**config.mk**
```make
export PLATFORM = sky130hd
export DESIGN_NAME = pipeline_control
export DESIGN_NICKNAME = d
export VERILOG_FILES = /design/src/rtl/pipe_ctrl_pkg.sv /design/src/rtl/pipeline_control_watchdog.sv /design/src/rtl/pipeline_control.sv
export SDC_FILE = /design/constraint.sdc
export NUM_CORES = 1
export LEC_CHECK = 0
export CORE_MARGIN = 2
export CORE_UTILIZATION = 39
export CTS_CLUSTER_DIAMETER = 50
export DETAILED_ROUTE_END_ITERATION = 10
export PLACE_DENSITY = 0.86
export SLEW_MARGIN = 20
export SYNTH_ARGS = -nofsm -noshare
export SYNTH_HDL_FRONTEND = slang
export SYNTH_SLANG_ARGS = --single-unit
```
**constraint.sdc**
```tcl
create_clock -name clk -period 1.85 [get_ports clk]
set_input_delay 0.37 -clock clk [delete_from_list [all_inputs] [get_ports clk]]
set_output_delay 0.37 -clock clk [all_outputs]
set_load 0.02 [all_outputs]
```
**src/rtl/pipe_ctrl_pkg.sv**
```systemverilog
// pipe_ctrl_pkg: shared types for pipeline control
//   state_t       : control FSM state {RUN, DRAIN, HALTED}
//   stage_ctrl_t  : per-stage control bundle consumed by the pipeline registers
//   CTL_*         : the control bundle for each action the controller can take
package pipe_ctrl_pkg;
   typedef enum logic [1:0] {RUN, DRAIN, HALTED} state_t;
   typedef struct packed {
      logic pc_write;
      logic if_id_write;
      logic if_id_flush;
      logic id_ex_flush;
      logic ex_mem_write;
      logic mem_wb_write;
   } stage_ctrl_t;
   // A stage with write=1 and flush=1 loads a bubble.
   localparam stage_ctrl_t CTL_FREEZE     = 6'b000000;
   localparam stage_ctrl_t CTL_DRAIN      = 6'b011111;
   localparam stage_ctrl_t CTL_DRAIN_BUSY = 6'b011100;
   localparam stage_ctrl_t CTL_REDIRECT   = 6'b111111;
   localparam stage_ctrl_t CTL_HAZARD     = 6'b000111;
   localparam stage_ctrl_t CTL_IMEM       = 6'b011011;
   localparam stage_ctrl_t CTL_NORMAL     = 6'b110011;
endpackage

```
**src/rtl/pipeline_control_watchdog.sv**
```systemverilog
// pipe_watchdog: counts consecutive dmem busy cycles, sets a sticky timeout flag
//   clk     in  clock, rising edge
//   reset_n in  asynchronous active-low reset
//   busy    in  dmem access not complete this cycle
//   timeout out sticky: busy held for 2**W-1 consecutive cycles
module pipe_watchdog #(
   parameter int W = 8
) (
   input  logic clk,
   input  logic reset_n,
   input  logic busy,
   output logic timeout
);
   logic [W-1:0] cnt;
   always_ff @(posedge clk or negedge reset_n) begin
      if (!reset_n) begin
         cnt     <= '0;
         timeout <= 1'b0;
      end else begin
         cnt     <= !busy ? '0 : (&cnt ? cnt : cnt + W'(1));
         // flag rises together with the count reaching all-ones
         timeout <= timeout | (busy && cnt == ~W'(1));
      end
   end
endmodule

```
**src/rtl/pipeline_control.sv**
```systemverilog
// pipeline_control: stall/flush/halt control for the 5-stage pipeline
//   Optional feature macro: PIPE_PERF_EN (perf counters; tied to 0 when undefined)
//   clk, reset_n        clock (rising) / asynchronous active-low reset
//   hazard_stall        load-use / ECALL stall from ID
//   branch_mispredict   EX redirect; IF/ID and ID/EX hold wrong-path instrs
//   halt_req            halting ECALL in EX
//   imem_busy           fetch not complete this cycle
//   dmem_busy           data access in MEM not complete this cycle
//   pc_write .. mem_wb_write  PC / stage load enables and bubble inserts
//   halted              sticky: pipeline drained after halt
//   mem_timeout         sticky: dmem watchdog expired
//   stall_cycles        cycles with pc_write=0 while RUN
//   flush_count         cycles with a mispredict applied
module pipeline_control
   import pipe_ctrl_pkg::*;
#(
   parameter int DRAIN_CYCLES = 2,
   parameter int TIMEOUT_W    = 8,
   parameter int CNT_W        = 32
) (
   input  logic             clk,
   input  logic             reset_n,
   input  logic             hazard_stall,
   input  logic             branch_mispredict,
   input  logic             halt_req,
   input  logic             imem_busy,
   input  logic             dmem_busy,
   output logic             pc_write,
   output logic             if_id_write,
   output logic             if_id_flush,
   output logic             id_ex_flush,
   output logic             ex_mem_write,
   output logic             mem_wb_write,
   output logic             halted,
   output logic             mem_timeout,
   output logic [CNT_W-1:0] stall_cycles,
   output logic [CNT_W-1:0] flush_count
);
   localparam int DW = $clog2(DRAIN_CYCLES + 1);
   state_t      state;
   logic [DW-1:0] cnt;
   stage_ctrl_t ctl;
   logic        run, redirect;
   assign run      = state == RUN;
   assign redirect = run && !dmem_busy && !halt_req && branch_mispredict;
   always_comb begin
      ctl = CTL_FREEZE;
      if (run)
         ctl = dmem_busy         ? CTL_FREEZE   :
               halt_req          ? CTL_DRAIN    :
               branch_mispredict ? CTL_REDIRECT :
               hazard_stall      ? CTL_HAZARD   :
               imem_busy         ? CTL_IMEM     : CTL_NORMAL;
      else if (state == DRAIN)
         ctl = dmem_busy ? CTL_DRAIN_BUSY : CTL_DRAIN;
   end
   assign {pc_write, if_id_write, if_id_flush, id_ex_flush, ex_mem_write, mem_wb_write} = ctl;
   assign halted = state == HALTED;
   always_ff @(posedge clk or negedge reset_n) begin
      if (!reset_n) begin
         state <= RUN;
         cnt   <= '0;
      end else begin
         case (state)
            RUN: if (!dmem_busy && halt_req) begin
               state <= DRAIN;
               cnt   <= DW'(DRAIN_CYCLES);
            end
            DRAIN: if (!dmem_busy) begin
               cnt <= cnt - DW'(1);
               if (cnt == DW'(1)) state <= HALTED;
            end
            default: ;
         endcase
      end
   end
   pipe_watchdog #(.W(TIMEOUT_W)) u_watchdog (
      .clk     (clk),
      .reset_n (reset_n),
      .busy    (dmem_busy),
      .timeout (mem_timeout)
   );
`ifdef PIPE_PERF_EN
   always_ff @(posedge clk or negedge reset_n) begin
      if (!reset_n) begin
         stall_cycles <= '0;
         flush_count  <= '0;
      end else begin
         if (run && !pc_write && !(&stall_cycles)) stall_cycles <= stall_cycles + CNT_W'(1);
         if (redirect && !(&flush_count)) flush_count <= flush_count + CNT_W'(1);
      end
   end
`else
   assign stall_cycles = '0;
   assign flush_count  = '0;
`endif
endmodule
```
==> results by stage <==
Power:
- The fraction of power consumed by sequential logic is 37.5%.
- The power density over the cells is 866 nW/um^2.
- The internal power contribution is 602 uW.
- Summed over all cells, the static leakage comes to 0.000682 uW.
- The worst-case IR drop observed on VDD is 0.362 mV.
- The proportion of power drawn by combinational gates is 45.4%.
- The part of the total power dissipated in the clock network is 17.2%.
- Of the total power, the share spent switching nets is 43.2%.
- The power spent charging and discharging nets is 458 uW.
- The sum of internal, switching and leakage power is 1060 uW.

CTS:
- The number of clock buffers inserted by TritonCTS is 3.
- In this run the post-CTS setup repair buffer count came out at 0.
- The clock reaches the later pin of the worst-skew pair after 0.29 ns.
- The deepest level of the CTS H-tree is 1.
- CTS saw 13 sinks.
- The clock-pin slew on the worst setup and hold paths is 0.08 ns.
- The number of buffers inserted by hold repair at cts is 0.
- TritonCTS built the clock tree.
- No sink is reached through more buffers than the 2 on the longest clock path.
- The root buffer cell chosen for the clock tree is clkbuf_4.

Final layout:
- The count of nets after finishing is 173.
- The layout overhead on the synthesized area is 0.928%.
- The number of antenna diodes in the final layout is 0.
- Cells fill 40.8% of the core in the end.
- The total of fill cells in the finished design is 316.
- The share of final-layout standard cells stronger than drive strength 1 is 16.7%.
- Summing all non-filler instances in the final layout gives an area of 1220 sq um.

Route:
- The count of nets left with antenna violations once routing finished came out at 0.
- The total wirelength of the detailed-routed design is 1920 um.
- The number of DRC markers after the initial detailed-route iteration is 22.
- The via-per-instance ratio is 4.32.
- Before antenna repair, the detailed router went through 4 iterations.
- After detailed routing, the average wire length per cell comes to 9.86 um.
- The via count is 842.
- In the routed design, unresolved DRC markers number 0.

Die:
- The placeable core area is 3000 sq um.
- The height of the die is 59.8 um.
- The row count is 20.
- The starting utilization of the core area is 40.4%.
- The I/O pin total is 79.
- The die area is 3570 sq um.
- The width of the die is 59.8 um.

Synthesis:
- Summed over its instances, the top area cell type makes up 40.2% of the synthesized netlist area.
- Yosys mapped the design onto 32 distinct sky130hd cell types.
- The async set-or-reset flop fraction in the synthesized netlist is 100%.
- Yosys printed 0 warnings.
- The dominant register cell in the synthesized netlist is dfrtp_1.
- The total of flip-flops plus latches after synthesis is 13.
- The netlist area before placement is 1210 sq um.
- In the post-synthesis netlist, the biggest area contributors are buf_4 40%, dfrtp_1 27%, ha_1 3.1%.
- After technology mapping, the gate count stands at 139.
- The number of enable flip-flop cells after synthesis is 0.
- The sequential-to-total area share from yosys stat is 26.8%.
- The cell accounting for the most synthesized area is buf_4.
- Dividing the synthesized area by the synthesized cell count gives 8.72 sq um.

STA:
- Based on the critical path, the design can be clocked at up to 582 MHz.
- Between clock sinks in the finished design, the worst skew comes to 0.00203 ns.
- The total count of hold-check failures in the final report was 0.
- The final setup violation count is 0.
- The relative slew slack is 62.3%.
- Setup repair after global routing left no endpoint under its margin.
- The number of pins with negative max-slew slack in the final report is 0.
- The final worst-path cycle share is 92.8%.
- For the pin with the worst max-slew slack, the measured transition is 0.563 ns.
- The time the final worst path needs with I/O delays and setup is 1.72 ns.

Job:
- Max-cap violations in this run came to 0.

Place:
- The quantity of I/O buffers inserted on ports is 14.
- Once placement finished, the instance area stood at 1200 sq um.
- The weighted congestion at the end of routability-driven global placement is 0.867.
- Detailed placement ended at an HPWL of 1550 um.

Worst setup path:
- The critical-path cell with the highest stage delay is clkdlybuf4s50_1.
- STA classifies the critical path startpoint as a primary input.
- The maximum single-stage delay on the critical path is 0.48 ns.
- Data on the critical path arrives at its endpoint at 1.35 ns.
- Walking the worst path, the cells encountered are clkdlybuf4s50_1 -> nand2b_1 -> a21oi_1 -> o21ba_2 -> buf_2.
- The capturing element type of the critical path is a primary output.
- The worst register-to-register path has a depth of 4.
- The top fanout value on the critical path is 2.
- For the worst setup path, the data required time is 1.48 ns.
- The worst setup path is of the primary input to primary output kind.

Global route:
- Entering global routing, the biggest net connects 14 pins.
- The first global-routing pass estimated 3100 um of wire.
- The number of global-route vias before repair is 698.
- The initial antenna violation count is 0.
- Summed over all layers, the global routing overflow is 0.
- Across every metal layer, demand over resource in global routing totals 11.5%.

Status:
- The flow ran to the end, and the final reports show no timing, DRC or antenna violations.

Worst hold path:
- The tightest min-delay check is of the primary input to asynchronous set/reset pin type.
## sequential cells by signal, indices dropped and copies added, names as in the netlist
signal	count
cnt	2
u_watchdog.timeout	1
u_watchdog.cnt	8
state	2
## cells in the mapped netlist, types with 2 or more instances
cell / count
nor2_1: 5
o21ai_0: 2
nor3_1: 4
a211oi_1: 2
nand4_1: 2
inv_1: 3
a21oi_1: 7
dfrtp_1: 13
buf_2: 2
o21ba_2: 2
mux2i_1: 2
ha_1: 3
nand2b_1: 2
nand3_1: 3
buf_4: 65
a31oi_1: 4
nand2_1: 3
## metal layers
| layer | global-route usage [%] | wire [um] | share of wire, % |
|---|---|---|---|
| met1 | 13.5 | 753 | 39 |
| met2 | 19.4 | 1000 | 52 |
| met3 | 3.46 | 138 | 7.2 |
| met4 | 4.76 | 29 | 1.5 |
| met5 | 0 | 0 | 0 |
## final cells by class
type / count / area [sq um] / area share (%)
multi-input combinational: 119 / 626 / 51.1
sequential: 13 / 327 / 26.7
timing repair buffer: 23 / 193 / 15.7
tap: 33 / 41.3 / 3.37
clock buffer: 4 / 26.3 / 2.15
inverter: 3 / 11.3 / 0.920
## worst paths after layout
kind | start | to | slack (ns)
worst max-delay path | imem_busy | if_id_flush | 0.13
worst min-delay path | reset_n | cnt[0] | 0.44
worst max register to register | u_watchdog.cnt[1] | u_watchdog.cnt[5] | 0.43
worst min register to register | u_watchdog.timeout | u_watchdog.timeout | 0.48
max in group asynchronous | reset_n | state[1] | 1.01
min in group clk | u_watchdog.timeout | u_watchdog.timeout | 0.48
## power groups by stage
stage	sequential (uW)	clock, uW	combinational [uW]
after global routing	406	200	528
final	397	182	481
after CTS	393	185	477
after global placement	390	0	509
after floorplan	366	0	460
after detailed placement	393	0	521
## worst max-delay path, delay by kind of cell
kind / cells / cell delay, ns
AO/OA/AOI/OAI: 2 / 0.28
buffers and inverters: 2 / 0.64
AND/OR/NAND/NOR: 1 / 0.06
## metrics by stage
stage	setup TNS [ns]	std cells	worst slack, ns	hold slack [ns]
finish	0	195	0.133	0.442
global route	0	195	0.0586	0.499
CTS	-0.0647	195	-0.0647	0.466
detailed placement	-2.40	191	-0.480	0.471
global placement	-2.30	191	-0.427	0.470
floorplan	0	202	0.172	0.0744
## layout by cell type, fill, tap and decap left out, types with 3 or more instances in the layout
master / synthesis / layout
conb_1: 1 / 64
ha_1: 3 / 3
nand2_1: 3 / 3
a31oi_1: 4 / 4
nand3_1: 3 / 3
nor3_1: 4 / 4
clkbuf_4: 0 / 3
dlymetal6s2s_1: 0 / 3
dlygate4sd2_1: 0 / 4
a21oi_1: 7 / 6
clkdlybuf4s50_1: 0 / 3
dfrtp_1: 13 / 12
nor2_1: 5 / 4
buf_4: 65 / 10
buf_2: 2 / 3
inv_1: 3 / 3
## kinds of logic (layout without fill, tap and decap cells)
logic type	after synthesis	count (layout)	synth area share [%]
compound gates	24	24	14.1
fa+ha+maj	3	3	3.10
buf+inv	70	30	42.0
flops	13	13	26.8
mux	2	2	1.65
other cells	1	64	0.309
simple gates	26	26	12.0
## repair_timing
action / 4_1_cts / 5_1_grt
resized for setup: 23 / 5
pin swaps: 2 / 2
setup endpoints to repair: 7 / 1
Note: power is estimated with default switching activity, not from simulation.
